[config.mk]
export PLATFORM = sky130hd
export DESIGN_NAME = fetch_pipe_stage_flat
export DESIGN_NICKNAME = d
export VERILOG_FILES = /design/src/rtl/fetch_pipe_stage_if.sv /design/src/rtl/fetch_pipe_stage.sv /design/src/flat_wrapper.sv
export SDC_FILE = /design/constraint.sdc
export NUM_CORES = 1
export LEC_CHECK = 0
export ABC_AREA = 0
export BUFFER_PORTS_ARGS = -buffer_cell sky130_fd_sc_hd__clkbuf_2
export CORE_ASPECT_RATIO = 0.7
export CORE_MARGIN = 4
export CORE_UTILIZATION = 54
export CTS_CLUSTER_DIAMETER = 150
export DETAILED_ROUTE_END_ITERATION = 12
export GPL_TIMING_DRIVEN = 0
export PLACE_DENSITY = 0.8
export SETUP_SLACK_MARGIN = 0.3
export SYNTH_ARGS = -nofsm -noshare
export SYNTH_HDL_FRONTEND = slang
export SYNTH_SLANG_ARGS = --single-unit
export TNS_END_PERCENT = 50
[constraint.sdc]
create_clock -name clk -period 3.4 [get_ports clk]
set_input_delay 0.51 -clock clk [delete_from_list [all_inputs] [get_ports clk]]
set_output_delay 0.51 -clock clk [all_outputs]
set_load 0.005 [all_outputs]
[src/rtl/fetch_pipe_stage_if.sv]
// rtl/fetch_pipe_stage_if.sv - fetch-to-decode valid/ready bus carrying {PC, instruction}
interface fetch_pipe_stage_if #(
    parameter int XLEN = 32,
    parameter int ILEN = 32
);
    logic            in_valid;
    logic            in_ready;
    logic [XLEN-1:0] in_pc;
    logic [ILEN-1:0] in_instr;
    logic            out_valid;
    logic            out_ready;
    logic [XLEN-1:0] out_pc;
    logic [ILEN-1:0] out_instr;

    modport master (
        output in_valid, in_pc, in_instr, out_ready,
        input  in_ready, out_valid, out_pc, out_instr
    );

    modport slave (
        input  in_valid, in_pc, in_instr, out_ready,
        output in_ready, out_valid, out_pc, out_instr
    );
endinterface

[src/rtl/fetch_pipe_stage.sv]
// rtl/fetch_pipe_stage.sv - IF/ID stage with 2-entry skid buffer, flush and kill counter
module fetch_pipe_stage #(
    parameter int              XLEN       = 32,
    parameter int              ILEN       = 32,
    parameter logic [ILEN-1:0] NOP_INSTR  = 32'h00000013,
    parameter int              KILL_CNT_W = 16
) (
    input  logic                  clk,
    input  logic                  rst,
    fetch_pipe_stage_if.slave     bus,
    input  logic                  stall,
    input  logic                  flush,
    input  logic                  csr_flush,
    output logic [1:0]            occupancy,
    output logic [KILL_CNT_W-1:0] kill_cnt
);
    typedef enum logic [1:0] {
        S_EMPTY = 2'd0,
        S_ONE   = 2'd1,
        S_TWO   = 2'd2
    } state_t;

    localparam logic [KILL_CNT_W-1:0] KILL_MAX = {KILL_CNT_W{1'b1}};

    state_t            state_q, state_d;
    logic [XLEN-1:0]   main_pc_q, skid_pc_q;
    logic [ILEN-1:0]   main_instr_q, skid_instr_q;
    logic [KILL_CNT_W-1:0] kill_cnt_q;

    logic in_ready_w, out_valid_w;
    logic in_fire, out_fire, kill;
    logic load_main_in, load_main_skid, load_skid;

    // State register
    always_ff @(posedge clk) begin
        if (rst) state_q <= S_EMPTY;
        else     state_q <= state_d;
    end

    // Status decodes depend on registered state only
    always_comb begin
        in_ready_w  = (state_q != S_TWO);
        out_valid_w = (state_q != S_EMPTY);
        occupancy   = 2'd0;
        case (state_q)
            S_ONE:   occupancy = 2'd1;
            S_TWO:   occupancy = 2'd2;
            default: occupancy = 2'd0;
        endcase
    end

    assign in_fire  = bus.in_valid & in_ready_w;
    assign out_fire = out_valid_w & bus.out_ready & ~stall;
    assign kill     = flush | csr_flush;

    // Next state and data-register load strobes
    always_comb begin
        state_d        = state_q;
        load_main_in   = 1'b0;
        load_main_skid = 1'b0;
        load_skid      = 1'b0;
        if (kill) begin
            state_d = S_EMPTY;
        end else begin
            case (state_q)
                S_EMPTY: if (in_fire) begin
                    load_main_in = 1'b1;
                    state_d      = S_ONE;
                end
                S_ONE: begin
                    if (in_fire && out_fire) begin
                        load_main_in = 1'b1;
                    end else if (in_fire) begin
                        load_skid = 1'b1;
                        state_d   = S_TWO;
                    end else if (out_fire) begin
                        state_d = S_EMPTY;
                    end
                end
                S_TWO: if (out_fire) begin
                    load_main_skid = 1'b1;
                    state_d        = S_ONE;
                end
                default: state_d = S_EMPTY;
            endcase
        end
    end

    always_ff @(posedge clk) begin
        if (rst) begin
            main_pc_q    <= '0;
            main_instr_q <= NOP_INSTR;
            skid_pc_q    <= '0;
            skid_instr_q <= NOP_INSTR;
        end else begin
            if (load_main_in) begin
                main_pc_q    <= bus.in_pc;
                main_instr_q <= bus.in_instr;
            end else if (load_main_skid) begin
                main_pc_q    <= skid_pc_q;
                main_instr_q <= skid_instr_q;
            end
            if (load_skid) begin
                skid_pc_q    <= bus.in_pc;
                skid_instr_q <= bus.in_instr;
            end
        end
    end

    // Killed entries = held entries plus the input accepted in the flush cycle
    logic [1:0]            kill_add;
    logic [KILL_CNT_W+1:0] kill_sum;
    assign kill_add = occupancy + {1'b0, in_fire};
    assign kill_sum = {2'b00, kill_cnt_q} + {{KILL_CNT_W{1'b0}}, kill_add};

    always_ff @(posedge clk) begin
        if (rst || csr_flush) begin
            kill_cnt_q <= '0;
        end else if (flush) begin
            if (kill_sum > {2'b00, KILL_MAX}) kill_cnt_q <= KILL_MAX;
            else                              kill_cnt_q <= kill_sum[KILL_CNT_W-1:0];
        end
    end

    assign kill_cnt      = kill_cnt_q;
    assign bus.in_ready  = in_ready_w;
    assign bus.out_valid = out_valid_w;
    assign bus.out_pc    = out_valid_w ? main_pc_q : '0;
    assign bus.out_instr = out_valid_w ? main_instr_q : NOP_INSTR;
endmodule
[src/flat_wrapper.sv]
// flat-port wrapper written by rule: the top's interface ports become plain ports
module fetch_pipe_stage_flat 
#(
    parameter int              XLEN       = 32,
    parameter int              ILEN       = 32,
    parameter logic [ILEN-1:0] NOP_INSTR  = 32'h00000013,
    parameter int              KILL_CNT_W = 16
)
  (clk, rst, stall, flush, csr_flush, occupancy, kill_cnt, bus_in_valid, bus_in_pc, bus_in_instr, bus_out_ready, bus_in_ready, bus_out_valid, bus_out_pc, bus_out_instr);
  fetch_pipe_stage_if #(.XLEN(XLEN), .ILEN(ILEN)) bus_i ();
  input  logic clk;
  input  logic rst;
  input  logic stall;
  input  logic flush;
  input  logic csr_flush;
  output logic [1:0] occupancy;
  output logic [KILL_CNT_W-1:0] kill_cnt;
  input wire logic [$bits(bus_i.in_valid)-1:0] bus_in_valid;
  input wire logic [$bits(bus_i.in_pc)-1:0] bus_in_pc;
  input wire logic [$bits(bus_i.in_instr)-1:0] bus_in_instr;
  input wire logic [$bits(bus_i.out_ready)-1:0] bus_out_ready;
  output wire logic [$bits(bus_i.in_ready)-1:0] bus_in_ready;
  output wire logic [$bits(bus_i.out_valid)-1:0] bus_out_valid;
  output wire logic [$bits(bus_i.out_pc)-1:0] bus_out_pc;
  output wire logic [$bits(bus_i.out_instr)-1:0] bus_out_instr;
  assign bus_i.in_valid = bus_in_valid;
  assign bus_i.in_pc = bus_in_pc;
  assign bus_i.in_instr = bus_in_instr;
  assign bus_i.out_ready = bus_out_ready;
  assign bus_in_ready = bus_i.in_ready;
  assign bus_out_valid = bus_i.out_valid;
  assign bus_out_pc = bus_i.out_pc;
  assign bus_out_instr = bus_i.out_instr;
  fetch_pipe_stage #(.XLEN(XLEN), .ILEN(ILEN), .NOP_INSTR(NOP_INSTR), .KILL_CNT_W(KILL_CNT_W)) u_core (.clk(clk), .rst(rst), .bus(bus_i), .stall(stall), .flush(flush), .csr_flush(csr_flush), .occupancy(occupancy), .kill_cnt(kill_cnt));
endmodule
==> metrics.log <==
[metrics] global-route wire length before repair: between 20,000 and 30,000 um
[metrics] largest driver fanout on the critical path: 10
[metrics] register bit total from synthesis: 146
[metrics] drt pass-1 iters: 5
[metrics] Final Hold Violating Endpoints: 0
[metrics] largest stage delay on the critical path: 580 ps
[metrics] vias in the first global route: 5,990
[metrics] CTS root buffer: sky130_fd_sc_hd__clkbuf_16
[metrics] Via-to-Cell Ratio: 5.55
[metrics] largest net degree at the start of global routing: 17
[metrics] Post-Place Setup Slack: around 500 ps
[metrics] max-cap check violation count: 0
[metrics] Routed WL: 18,600 um
[metrics] gate family responsible for the most delay along the worst path: buffers and inverters
[metrics] Cell Area, Synth: around 6600 sq um
[metrics] WP data arrival: 2340 ps
[metrics] Max H-tree Level: 4
[metrics] maximum clock rate: 351 MHz
[metrics] Worst Skew: 9.12 ps
[metrics] Max stage delay cell, worst path: sky130_fd_sc_hd__clkbuf_1
[metrics] number of buffers added for setup after CTS: 0
[metrics] gate count of the mapped netlist: ~840
[metrics] number of antenna violations at the first check in global routing: 0
[metrics] number of input and output port buffers inserted: about 150
[metrics] die boundary height: around 100 um
[metrics] Unique masters post-synth: 45
[metrics] # IOs: 155
[metrics] Yosys warning total: 0
[metrics] number of buffers added by the clock tree synthesis step: 17
[metrics] IR Drop Worst-Case VDD: roughly 370 uV
[metrics] aggregate global routing overflow: 0
[metrics] overall fraction of global-route tracks in use: approximately a quarter
[metrics] Worst Max-Slew Pin Slew: 725 ps
[metrics] DRC violations left: 0
[metrics] critical setup path kind: reg2out
[metrics] fraction of final layout cells sized beyond drive strength 1: between 20 and 25%
[metrics] pwr/cell area: slightly below 500 nW/um^2
[metrics] Final setup viols: 0
[metrics] min Tclk post-route: 2850 ps
[metrics] sequential fraction of the synthesis area: 44.1%
[metrics] CP Buf/Inv Count: 4
[metrics] final-layout setup total negative slack: 0 ps
[metrics] share of flip-flops with an asynchronous set or reset after synthesis: 0%
[metrics] Routed WL per cell: 15.7 um
[metrics] count of nets left with antenna violations after detail routing: 0
[metrics] post-synthesis net count: 919
[metrics] count of inserted antenna diode cells: 0
[metrics] Startpoint Class: flip-flop
[metrics] Filler Cell Count: ~980
[metrics] Post-synth top flop: sky130_fd_sc_hd__dfxtp_1
[metrics] worst slew margin relative to its limit: 51.6%
[metrics] Placeable Area: 11,900 sq um
[metrics] mean cell area of the mapped netlist: between 7 and 8 sq um
[metrics] Critical Path RT: between 2000 and 3000 ps
[metrics] Clock Tree Buf Depth: 2
[metrics] Worst Hold Class: in2reg
[metrics] RePlAce Congestion: 0.805
[metrics] most prevalent standard cell on the critical path: sky130_fd_sc_hd__clkbuf_1
[metrics] TritonCTS sink count: 146
[metrics] initial cell density of the core: 56.0%
[metrics] insertion delay of the later-clocked pin in the worst-skew pair: 420 ps
[metrics] initial DRC count: 449
[metrics] final worst slack: 549 ps
[metrics] width of the chip: about 140 um
[metrics] register clock-pin slew on the reported worst setup and hold paths: ~60 ps
[metrics] clock tree from TritonCTS: done
[metrics] total number of vias: 6,576
[metrics] result of the run: completed
[metrics] setup repair after global routing missed its margin: no
[metrics] number of flops mapped to enable cells by yosys: 0
[metrics] area growth from synthesis to layout: 23.9%
[metrics] crit end category: output port
[metrics] Rows: 33
[metrics] cell-by-cell trace of the critical path: buf_2 -> nor2_1 -> clkbuf_1 -> clkbuf_1 -> nor2b_1 -> clkbuf_2
[metrics] leakage: between 3 and 4 nW
[metrics] number of max-slew violations in the final report: 0
[metrics] DPL Wire Length: 12,800 um
[metrics] die footprint: around 14,000 sq um
[metrics] NumNets Final: 1,090
[metrics] crit share post-route: 83.9%
[where the power goes]
part           internal [mW]  switching (mW)  total [mW]
Combinational          0.100           0.155       0.255
Clock                   1.26           0.705        1.96
Sequential              1.75          0.0222        1.78
[per-layer routing]
layer,wire length (um),global-route usage [%]
met5,0,0
met4,209,7.22
met3,1510,5.41
met2,8280,39.4
met1,8560,36.8
[worst paths after layout]
kind,from,to,slack (ps),cells after the start
min reg2reg,u_core.skid_pc_q[7],u_core.skid_pc_q[7],450,2
max reg2reg,u_core.state_q[1],u_core.kill_cnt[6],550,11
max,u_core.state_q[1],bus_out_pc[20],550,6
min,bus_in_instr[4],u_core.skid_instr_q[4],330,3
[cell type report]
type	instances	area [sq um]	area share [%]
multi-input combinational	617	3350	40.7
sequential	146	2920	35.6
timing repair buffer	152	761	9.26
clock buffer	21	460	5.60
buffer	73	340	4.14
tap	157	196	2.39
clock inverter	10	158	1.92
inverter	8	30.0	0.366
[tightest hold or removal path, cell delays in order]
cell and delay (ps):
sky130_fd_sc_hd__clkbuf_2 90, sky130_fd_sc_hd__nand2_1 40, sky130_fd_sc_hd__nand3_1 70
[metrics by stage]
step	utilization [%]	cell area [sq um]	power, mW	hold slack, ps	cells
global placement	64.0	7590	2.06	442	1153
floorplan	-	6630	1.95	432	844
CTS	69.3	8210	4.01	324	1184
finish	69.3	8220	4.00	328	1184
detailed placement	64.0	7590	2.06	447	1153
global route	69.3	8220	4.12	329	1184
[synth_stat cells (3+ instances only)]
| cell type | count | area, sq um |
|---|---|---|
| sky130_fd_sc_hd__o21ai_0 | 5 | 25.0 |
| sky130_fd_sc_hd__inv_1 | 8 | 30.0 |
| sky130_fd_sc_hd__a311oi_1 | 52 | 455 |
| sky130_fd_sc_hd__xor2_1 | 3 | 26.3 |
| sky130_fd_sc_hd__nand3_1 | 73 | 365 |
| sky130_fd_sc_hd__clkbuf_1 | 48 | 180 |
| sky130_fd_sc_hd__a21oi_1 | 75 | 375 |
| sky130_fd_sc_hd__nor2b_1 | 65 | 407 |
| sky130_fd_sc_hd__xnor2_1 | 6 | 52.6 |
| sky130_fd_sc_hd__ha_1 | 3 | 37.5 |
| sky130_fd_sc_hd__or2_2 | 4 | 25.0 |
| sky130_fd_sc_hd__nor2_1 | 75 | 282 |
| sky130_fd_sc_hd__nor4_1 | 4 | 25.0 |
| sky130_fd_sc_hd__buf_2 | 14 | 70.1 |
| sky130_fd_sc_hd__nor3_1 | 4 | 20.0 |
| sky130_fd_sc_hd__buf_4 | 9 | 67.6 |
| sky130_fd_sc_hd__and2_1 | 3 | 18.8 |
| sky130_fd_sc_hd__a311oi_2 | 10 | 150 |
| sky130_fd_sc_hd__a221oi_1 | 3 | 26.3 |
| sky130_fd_sc_hd__nand2_1 | 202 | 758 |
| sky130_fd_sc_hd__dfxtp_1 | 146 | 2920 |
[timing repair]
action | 4_1_cts | 5_1_grt
hold buffers | 0 | 0
resized for setup | 0 | 2
setup endpoints to repair | 0 | 12
[placed cells by master, fill, tap and decap left out, drive strengths merged, types with 3 or more instances in the layout]
cell and count:
nor3 4, nand3 73, nor4 5, clkinvlp 3, xor2 3, nor4b 3
nor2b 65, o21ai 6, clkbuf 221, nand2 202, xnor2 6, a221oi 3
nor2 75, nand4 3, bufinv 4, ha 3, a311oi 62, or2 5
a21oi 75, and2 3, dfxtp 146, inv 8, buf 25, clkinv 3
[cell families (layout without fill, tap and decap cells)]
family | after synthesis | in the layout | share of synthesized area (%)
and+or+nand+nor | 449 | 449 | 31.4
AOI/OAI and AO/OA | 152 | 152 | 16.4
DFF | 146 | 146 | 44.1
buffers and inverters | 81 | 264 | 5.58
xor gates and xnor gates | 9 | 9 | 1.19
adders and majority gates | 4 | 4 | 0.868
muxes | 3 | 3 | 0.472
[state kept, by name, summed over array words and instances (netlist names)]
| signal | flops |
|---|---|
| u_core.kill_cnt | 16 |
| u_core.main_instr_q | 32 |
| u_core.main_pc_q | 32 |
| u_core.skid_instr_q | 32 |
| u_core.skid_pc_q | 32 |
| u_core.state_q | 2 |
(Power assumes the default switching activity.)
